<file path="src/rtl/vdic_rsp_deserializer_pkg.sv">
// Shared types for the serial response deserializer: word format constants,
// receiver FSM states, status encoding and the decoded-frame record.
package vdic_rsp_deserializer_pkg;

  localparam int   WORD_BITS = 10;
  localparam logic TYPE_CMD  = 1'b1;
  localparam logic TYPE_DATA = 1'b0;

  // Upper bound on N_DATA_WORDS; rsp_t carries data right-aligned in this width.
  localparam int MAX_DATA_WORDS = 4;
  localparam int RSP_DATA_W     = 8 * MAX_DATA_WORDS;

  typedef enum logic [1:0] {
    RX_IDLE = 2'd0,
    RX_RECV = 2'd1,
    RX_DONE = 2'd2
  } rx_state_t;

  typedef enum logic [7:0] {
    S_NO_ERROR             = 8'b0000_0000,
    S_MISSING_DATA         = 8'b0000_0001,
    S_DATA_STACK_OVERFLOW  = 8'b0000_0010,
    S_OUTPUT_OVERFLOW      = 8'b0000_0100,
    S_DATA_PARITY_ERROR    = 8'b0010_0000,
    S_COMMAND_PARITY_ERROR = 8'b0100_0000,
    S_INVALID_COMMAND      = 8'b1000_0000
  } stat_t;

  typedef struct packed {
    logic [7:0]            status;
    logic [RSP_DATA_W-1:0] data;
    logic                  err_parity;
    logic                  err_type;
    logic                  err_frame;
  } rsp_t;

  // Even parity over the whole word, parity bit included.
  function automatic logic even_parity_ok(input logic [WORD_BITS-1:0] word);
    return ~(^word);
  endfunction

endpackage

</file>
<file path="src/rtl/vdic_word_rx.sv">
// 10-bit MSB-first word shifter with bit counter; word_done pulses for one
// cycle while the shifter holds a complete word.
module vdic_word_rx
  import vdic_rsp_deserializer_pkg::*;
(
  input  logic       clk,
  input  logic       rst,
  input  logic       shift_en,
  input  logic       din,
  output logic       word_done,
  output logic       word_type,
  output logic [7:0] word_byte,
  output logic       parity_ok
);

  logic [WORD_BITS-1:0] shift_q, shift_d;
  logic [3:0]           bit_cnt_q, bit_cnt_d;
  logic                 word_done_q, word_done_d;

  always_comb begin
    // NOTE: every _d gets its default before any branch so no latch is inferred.
    shift_d     = shift_q;
    bit_cnt_d   = '0;
    word_done_d = 1'b0;
    // The counter only advances over contiguous valid bits; any gap restarts it.
    if (shift_en) begin
      shift_d = {shift_q[WORD_BITS-2:0], din};
      if (bit_cnt_q == 4'(WORD_BITS - 1)) begin
        word_done_d = 1'b1;
      end else begin
        bit_cnt_d = bit_cnt_q + 4'd1;
      end
    end
  end

  always_ff @(posedge clk) begin
    // NOTE: non-blocking assignments so every flop samples pre-edge values.
    if (rst) begin
      shift_q     <= '0;
      bit_cnt_q   <= '0;
      word_done_q <= 1'b0;
    end else begin
      shift_q     <= shift_d;
      bit_cnt_q   <= bit_cnt_d;
      word_done_q <= word_done_d;
    end
  end

  assign word_done = word_done_q;
  assign word_type = shift_q[WORD_BITS-1];
  assign word_byte = shift_q[WORD_BITS-2:1];
  assign parity_ok = even_parity_ok(shift_q);

endmodule

</file>
<file path="src/rtl/vdic_rsp_deserializer.sv">
// Reassembles a status word plus N_DATA_WORDS data words from the serial
// response line and presents the checked frame on a valid/ready register.
module vdic_rsp_deserializer
  import vdic_rsp_deserializer_pkg::*;
#(
  parameter int N_DATA_WORDS = 2,
  parameter bit CHECK_PARITY = 1'b1
) (
  input  logic                    clk,
  input  logic                    rst,
  input  logic                    dout,
  input  logic                    dout_valid,
  output logic [7:0]              rsp_status,
  output logic [8*N_DATA_WORDS-1:0] rsp_data,
  output logic                    err_parity,
  output logic                    err_type,
  output logic                    err_frame,
  output logic                    rsp_valid,
  input  logic                    rsp_ready,
  output logic                    overrun
);

  localparam int DATA_W = 8 * N_DATA_WORDS;
  localparam int WCNT_W = $clog2(N_DATA_WORDS + 1);

  rx_state_t         state_q, state_d;
  logic [WCNT_W-1:0] word_cnt_q, word_cnt_d;
  rsp_t              frame_q, frame_d;
  rsp_t              rsp_q, rsp_d;
  logic              rsp_valid_q, rsp_valid_d;
  logic              overrun_q, overrun_d;
  logic              block_q, block_d;

  logic       word_done, word_type, parity_ok;
  logic [7:0] word_byte;
  logic       start, last_word, shift_en, accept;

  vdic_word_rx u_word_rx (
    .clk       (clk),
    .rst       (rst),
    .shift_en  (shift_en),
    .din       (dout),
    .word_done (word_done),
    .word_type (word_type),
    .word_byte (word_byte),
    .parity_ok (parity_ok)
  );

  // block_q keeps an overlong or interrupted frame from being mistaken for a new one.
  assign start     = (state_q == RX_IDLE) && dout_valid && !block_q;
  assign last_word = word_done && (word_cnt_q == WCNT_W'(N_DATA_WORDS));
  assign shift_en  = start || ((state_q == RX_RECV) && dout_valid && !last_word);
  assign accept    = rsp_valid_q && rsp_ready;

  always_comb begin
    state_d     = state_q;
    word_cnt_d  = word_cnt_q;
    frame_d     = frame_q;
    rsp_d       = rsp_q;
    rsp_valid_d = rsp_valid_q && !accept;
    overrun_d   = overrun_q;
    block_d     = block_q && dout_valid;

    unique case (state_q)
      RX_IDLE: begin
        if (start) begin
          state_d    = RX_RECV;
          word_cnt_d = '0;
          frame_d    = '0;
        end
      end

      RX_RECV: begin
        if (word_done) begin
          word_cnt_d = word_cnt_q + WCNT_W'(1);
          if (word_cnt_q == '0) begin
            frame_d.status = word_byte;
            if (word_type != TYPE_CMD) frame_d.err_type = 1'b1;
          end else begin
            // First data word lands in the most significant byte.
            for (int i = 0; i < N_DATA_WORDS; i++) begin
              if (word_cnt_q == WCNT_W'(i + 1)) frame_d.data[(N_DATA_WORDS-1-i)*8 +: 8] = word_byte;
            end
            if (word_type != TYPE_DATA) frame_d.err_type = 1'b1;
          end
          if (CHECK_PARITY && !parity_ok) frame_d.err_parity = 1'b1;
        end

        if (last_word) begin
          state_d = RX_DONE;
          if (dout_valid) begin
            frame_d.err_frame = 1'b1;
            block_d           = 1'b1;
          end
        end else if (!dout_valid) begin
          state_d           = RX_DONE;
          frame_d.err_frame = 1'b1;
        end
      end

      RX_DONE: begin
        state_d = RX_IDLE;
        if (dout_valid) block_d = 1'b1;
        if (!rsp_valid_q || rsp_ready) begin
          rsp_d       = frame_q;
          rsp_valid_d = 1'b1;
        end else begin
          overrun_d = 1'b1;
        end
      end

      default: state_d = RX_IDLE;
    endcase
  end

  always_ff @(posedge clk) begin
    if (rst) begin
      state_q     <= RX_IDLE;
      word_cnt_q  <= '0;
      frame_q     <= '0;
      rsp_q       <= '0;
      rsp_valid_q <= 1'b0;
      overrun_q   <= 1'b0;
      // A frame in flight across reset must finish before the next one counts.
      block_q     <= dout_valid;
    end else begin
      state_q     <= state_d;
      word_cnt_q  <= word_cnt_d;
      frame_q     <= frame_d;
      rsp_q       <= rsp_d;
      rsp_valid_q <= rsp_valid_d;
      overrun_q   <= overrun_d;
      block_q     <= block_d;
    end
  end

  // Bits of rsp_q.data above DATA_W are never written and stay zero.
  logic unused_data;
  assign unused_data = ^rsp_q.data;

  assign rsp_status = rsp_q.status;
  assign rsp_data   = rsp_q.data[DATA_W-1:0];
  assign err_parity = rsp_q.err_parity;
  assign err_type   = rsp_q.err_type;
  assign err_frame  = rsp_q.err_frame;
  assign rsp_valid  = rsp_valid_q;
  assign overrun    = overrun_q;

endmodule

</file>
<file path="config.mk">
export PLATFORM = sky130hd
export DESIGN_NAME = vdic_rsp_deserializer
export DESIGN_NICKNAME = d
export VERILOG_FILES = /design/src/rtl/vdic_rsp_deserializer_pkg.sv /design/src/rtl/vdic_word_rx.sv /design/src/rtl/vdic_rsp_deserializer.sv
export SDC_FILE = /design/constraint.sdc
export NUM_CORES = 1
export LEC_CHECK = 0
export ABC_AREA = 1
export CELL_PAD_IN_SITES_DETAIL_PLACEMENT = 1
export CELL_PAD_IN_SITES_GLOBAL_PLACEMENT = 1
export CORE_MARGIN = 2
export CORE_UTILIZATION = 40
export DETAILED_ROUTE_END_ITERATION = 8
export PLACE_DENSITY_LB_ADDON = 0.1
export SLEW_MARGIN = 20
export SYNTH_ARGS = -nofsm -noshare
export SYNTH_HDL_FRONTEND = slang
export SYNTH_HIERARCHICAL = 1
export SYNTH_SLANG_ARGS = --single-unit
</file>
<file path="constraint.sdc">
create_clock -name clk -period 2 [get_ports clk]
set_input_delay 0.2 -clock clk [delete_from_list [all_inputs] [get_ports clk]]
set_output_delay 0.2 -clock clk [all_outputs]
set_load 0.05 [all_outputs]
</file>
* Word-level counts from Yosys, hierarchy flattened
Index checks and enable logic that the tools add are counted. Widths: inputs -> output; s select.
Operators by class: $add $sub $neg 2, reductions and logical operators 30, mux-type cells 30, eq/ne operators 16, bitwise operators 2
Operators by type and width (count):
- $mux 43 | 1
- $pmux 19 s2 | 1
- $mux 8 | 4
- $mux 18 | 1
- $mux 16 | 1
- $pmux 8 s2 | 1
- $reduce_and 5->1 | 3
- $mux 1 | 13
- $reduce_and 4->1 | 3
- $mux 2 | 5
- $ne 2x1->1 const B | 5
- $reduce_xor 10->1 | 1
- $ne 3x3->1 const B | 3
- $logic_and 1x1->1 | 8
- $pmux 2 s2 | 2
- $reduce_and 2->1 | 3
- $add 4x1->4 const B | 1
- $eq 2x1->1 const B | 2
- $eq 2x2->1 const B | 2
- $eq 4x4->1 const B | 1
- $logic_not 1->1 | 4
- $logic_not 2->1 | 2
- $ne 2x2->1 const B | 2
- $ne 3x1->1 const B | 1
- other kinds (8) | 10
Word-level totals: input port bits 5, logic and storage cells 99, register bits 76

* Logic depth before layout (Yosys ltp)
word-level depth 7, depth in mapped cells 13

* Hierarchy
The synthesis kept the hierarchy.
Modules (own cells, without submodules):
- vdic_rsp_deserializer | area each 2573.7 um2, cells an instance 362, sequential area each 1221.2 um2, times used 1
- vdic_word_rx | area each 753.2 um2, cells an instance 109, sequential area each 300.3 um2, times used 1

* Least setup slack after synthesis
Ideal clock, no wire load.
path type register -> register, start point reg state_q[0], end point reg u_word_rx.shift_q[0], clock period less this slack 1.715 ns, setup slack 0.285 ns, data required time 1.878 ns, cell stages (with the launch flop) 8, data arrival time 1.593 ns, path through dfxtp_1 inv_1 ha_1 inv_1 o31ai_1 inv_1 o21ai_0 a21oi_1
Between the ends: word-level cells in the longest chain between the ends 4, elaborated cells between the ends (all ways) 7, those cells by class eq/ne (1); reduce/logical (6)
Ends and longest elaborated chain:
- start: declaration | line vdic_rsp_deserializer.sv:26 | rx_state_t state_q, state_d;
- start signal: assignment | line vdic_rsp_deserializer.sv:127 | state_q <= state_d;
- $eq 2x1->1 / $logic_not 2->1 (equally long branches) | line vdic_rsp_deserializer.sv:52, vdic_rsp_deserializer.sv:50
- $logic_and 1x1->1 (on tied branches) (2 in series) | line vdic_rsp_deserializer.sv:52, vdic_rsp_deserializer.sv:50
- $logic_or 1x1->1 (*) | line vdic_rsp_deserializer.sv:52 | assign shift_en = start || ((state_q == RX_RECV) && dout_valid && !last_word);
- net shift_en | line vdic_rsp_deserializer.sv:36 | logic start, last_word, shift_en, accept;
- end signal: assignment | line vdic_word_rx.sv:43 | shift_q <= shift_d;
- end: declaration | line vdic_word_rx.sv:16 | logic [WORD_BITS-1:0] shift_q, shift_d;
The timed path passes the listed nets; every way through them passes the cells marked *. A chain may end at the register's enable or synchronous reset.

* Worst setup path in the final report
Same ends and word-level chain as after synthesis.

==> results.md <==
* TritonCTS clock tree: done
* GRT Util Overall at 18.4%
* I/O pin total at 34
* Worst setup path class: reg2reg
* Yosys top cell by area: dfxtp_1
* Die height at 95.2 µm
* Clock root cell: clkbuf_8
* Flops & latches, synth at 76
* Top delay family on crit path: buffers and inverters
* DP Worst Slack at 129 ps
* Clock Sink Count at 76
* Max-cap violations at 0
* PostCTS Resize Cnt at 0
* Sequential Area at 1520 µm²
* Pre-antenna DRT Iters at 4
* IO Port Bufs at 33
* WHS at 446 ps
* Seq/Total Area, Yosys at a little under half
* Synth top area share at 45.7%
* Vias post-DR at 2887
* Final Hold Viols at 0
* GPL Wtd Cong at 0.748
* Syn_area_per_cell at approximately 7 µm²
* CTS Hold Buffers Added at 0
* Initial core utilization at 40.9%
* Worst setup SP type: flop
* Crit path buf inv count at 4
* Post-CTS Setup Bufs at 0
* Crit path time final at 1780 ps
* Remaining global-route overflow at 0
* Routed Antenna Nets at 0
* Hold Crit Class: reg2reg
* CTS Buf Count at 9
* Initial DRC Count at 95
* WL/cell at 12.3 µm
* Worst reg-to-reg setup slack at 220 ps
* Via density at 4.75
* Initial antenna violation count at 0
* Final setup violation count at 0
* DP HPWL at around 5500 µm
* Number of H-tree branching levels at 3
* Fillers at 1055
* Status: finished clean
* Vias in the first global route at 2792
* Top cells by area, synth: dfxtp_1 46%, nand2_1 12%, nor2_1 8.7%
* Clock transition at path regs at 90 ps
* Core area at 8130 µm²
* Rel. slew slack at about two thirds
* Post-synthesis cell type count at 22
* Yosys Warn Count at 6
* Area Growth Syn to Fin at 18.4%
* Die W at 95.2 µm
* Clock Tree Buf Depth at 2
* Endpoint arrival time on the critical path at 2010 ps
* Largest net degree at the start of global routing at between 50 and 60
* Syn Nets at 485
* Final Max Tran Viols at 0
* VDD IR max at 0.000542 V
* Post-placement cell area at around 3700 µm²
* Final worst slack at 218 ps
* Share of layout cells above drive strength 1 at 5.77%
* Multi-input gate area at 1420 µm²
* CP max stage cell: dfxtp_1
* Final Util at 48.4%
* Pwr dens at about 1900 nW/µm²
* Fin crit share at 89.1%
* Design area at 3940 µm²
* FP Rows at 33
* First-pass GRT wire length at around 13000 µm
* DRC viols at 0
* Antenna cell count at 0
* Slew @ Worst Pin at 506 ps
* Lkg Pwr at 1.82 nW
* Die Area at 9060 µm²
* Synth Instances at 471
* CP peak stage delay at ~330 ps
* Final Skew at 13.7 ps
* Worst skew pair latency at 350 ps
* Mapped cell area at 3330 µm²
* Crit path max fanout at 17
* RSZ-0062 raised after global routing: false
* Setup_tns at 0 ps
* Peak Freq at roughly 560 MHz
* Routed WL at 7470 µm
* Crit-path cells: inv_1, ha_1, inv_1, o31ai_1, buf_4, inv_1, o21ai_0, a21oi_1
* Most common cell on crit path: inv_1
* Setup crit end kind: flop
* Crit path required time at around 2200 ps
* Final #Nets at slightly above 500
==> registers in the layout, summed over array words and instances (netlist names) <==
register and count:
block_q 1, err_frame 1, err_parity 1, err_type 1, frame_q 27, overrun 1, rsp_data 16, rsp_status 8
rsp_valid 1, state_q 2, u_word_rx/bit_cnt_q 4, u_word_rx/shift_q 10, u_word_rx/word_done 1, word_cnt_q 2
==> final timing paths <==
check / start / endpoint / cells after the start
min: frame_q[36] / rsp_status[1] / 2
max: state_q[0] / u_word_rx/shift_q[0] / 8
max reg2reg: state_q[0] / u_word_rx/shift_q[0] / 8
min reg2reg: frame_q[36] / rsp_status[1] / 2
==> where the power goes <==
group / internal, W / switching, W
registers: 0.00201 / 0.000282
clock network: 0.000703 / 0.000569
logic: 0.00125 / 0.00252
==> cells in the mapped netlist (all sizes together) <==
cell type	instances
nand2	106
nor2	80
dfxtp	76
inv	62
o21ai	44
a21oi	36
buf	20
nand3	18
ha	9
clkbuf	6
nand4	5
xnor2	3
nand3b	1
nor3	1
o21a	1
o22ai	1
o31ai	1
or2	1
==> metal layers <==
layer / wire, µm / GRT usage, % / vias to the layer above
li1: - / - / 1508
met1: 3700 / 23.7 / 1338
met2: 3470 / 29.9 / 29
met3: 169 / 3.40 / 12
met4: 133 / 7.97 / 0
met5: 0 / 0 / -
==> final cells by class <==
type | instances | share of cell area (%)
clock buffer | 10 | 3.24
clock inverter | 6 | 2.19
inverter | 62 | 5.91
multi-input combinational | 307 | 36.0
sequential | 76 | 38.6
tap | 105 | 3.33
timing repair buffer | 42 | 10.7
==> kinds of logic (layout without fill, tap and decap cells) <==
family	Yosys count	count (layout)	synth area share, %
adders and majority gates	9	9	3.38
AOI/OAI and AO/OA	83	83	13.0
buffers and inverters	88	120	11.7
and+or+nand+nor	212	212	25.4
DFF	76	76	45.7
xor gates and xnor gates	3	3	0.790
==> worst register-to-register path: cells and delay by family (launching register included) <==
family	cells	cell delay, ps
AOI/OAI and AO/OA	3	500
DFF	1	330
buffers and inverters	4	580
adders and majority gates	1	260
==> cell usage in the layout (no fill, tap or decap) <==
master / instances
nand4_1: 5
o21a_1: 1
buf_4: 7
nand3b_1: 1
nand3_1: 18
dfxtp_1: 76
clkdlybuf4s50_1: 33
nand2_1: 106
ha_1: 9
bufinv_16: 2
or2_2: 1
inv_6: 1
nor2_2: 3
nor2_1: 77
clkinv_2: 2
o22ai_1: 1
clkbuf_8: 9
o31ai_1: 1
a21oi_1: 36
buf_12: 2
clkinvlp_4: 1
clkbuf_1: 1
inv_1: 62
o21ai_4: 1
nor3_1: 1
xnor2_1: 3
o21ai_0: 43
==> through the flow <==
stage | power (W) | std cells
2_1_floorplan | 0.00517 | 471
3_3_place_gp | 0.00599 | 592
3_5_place_dp | 0.00612 | 592
4_1_cts | 0.00743 | 608
5_1_grt | 0.00802 | 608
6_report | 0.00733 | 608
No activity file was read; power rests on OpenSTA's default activity.
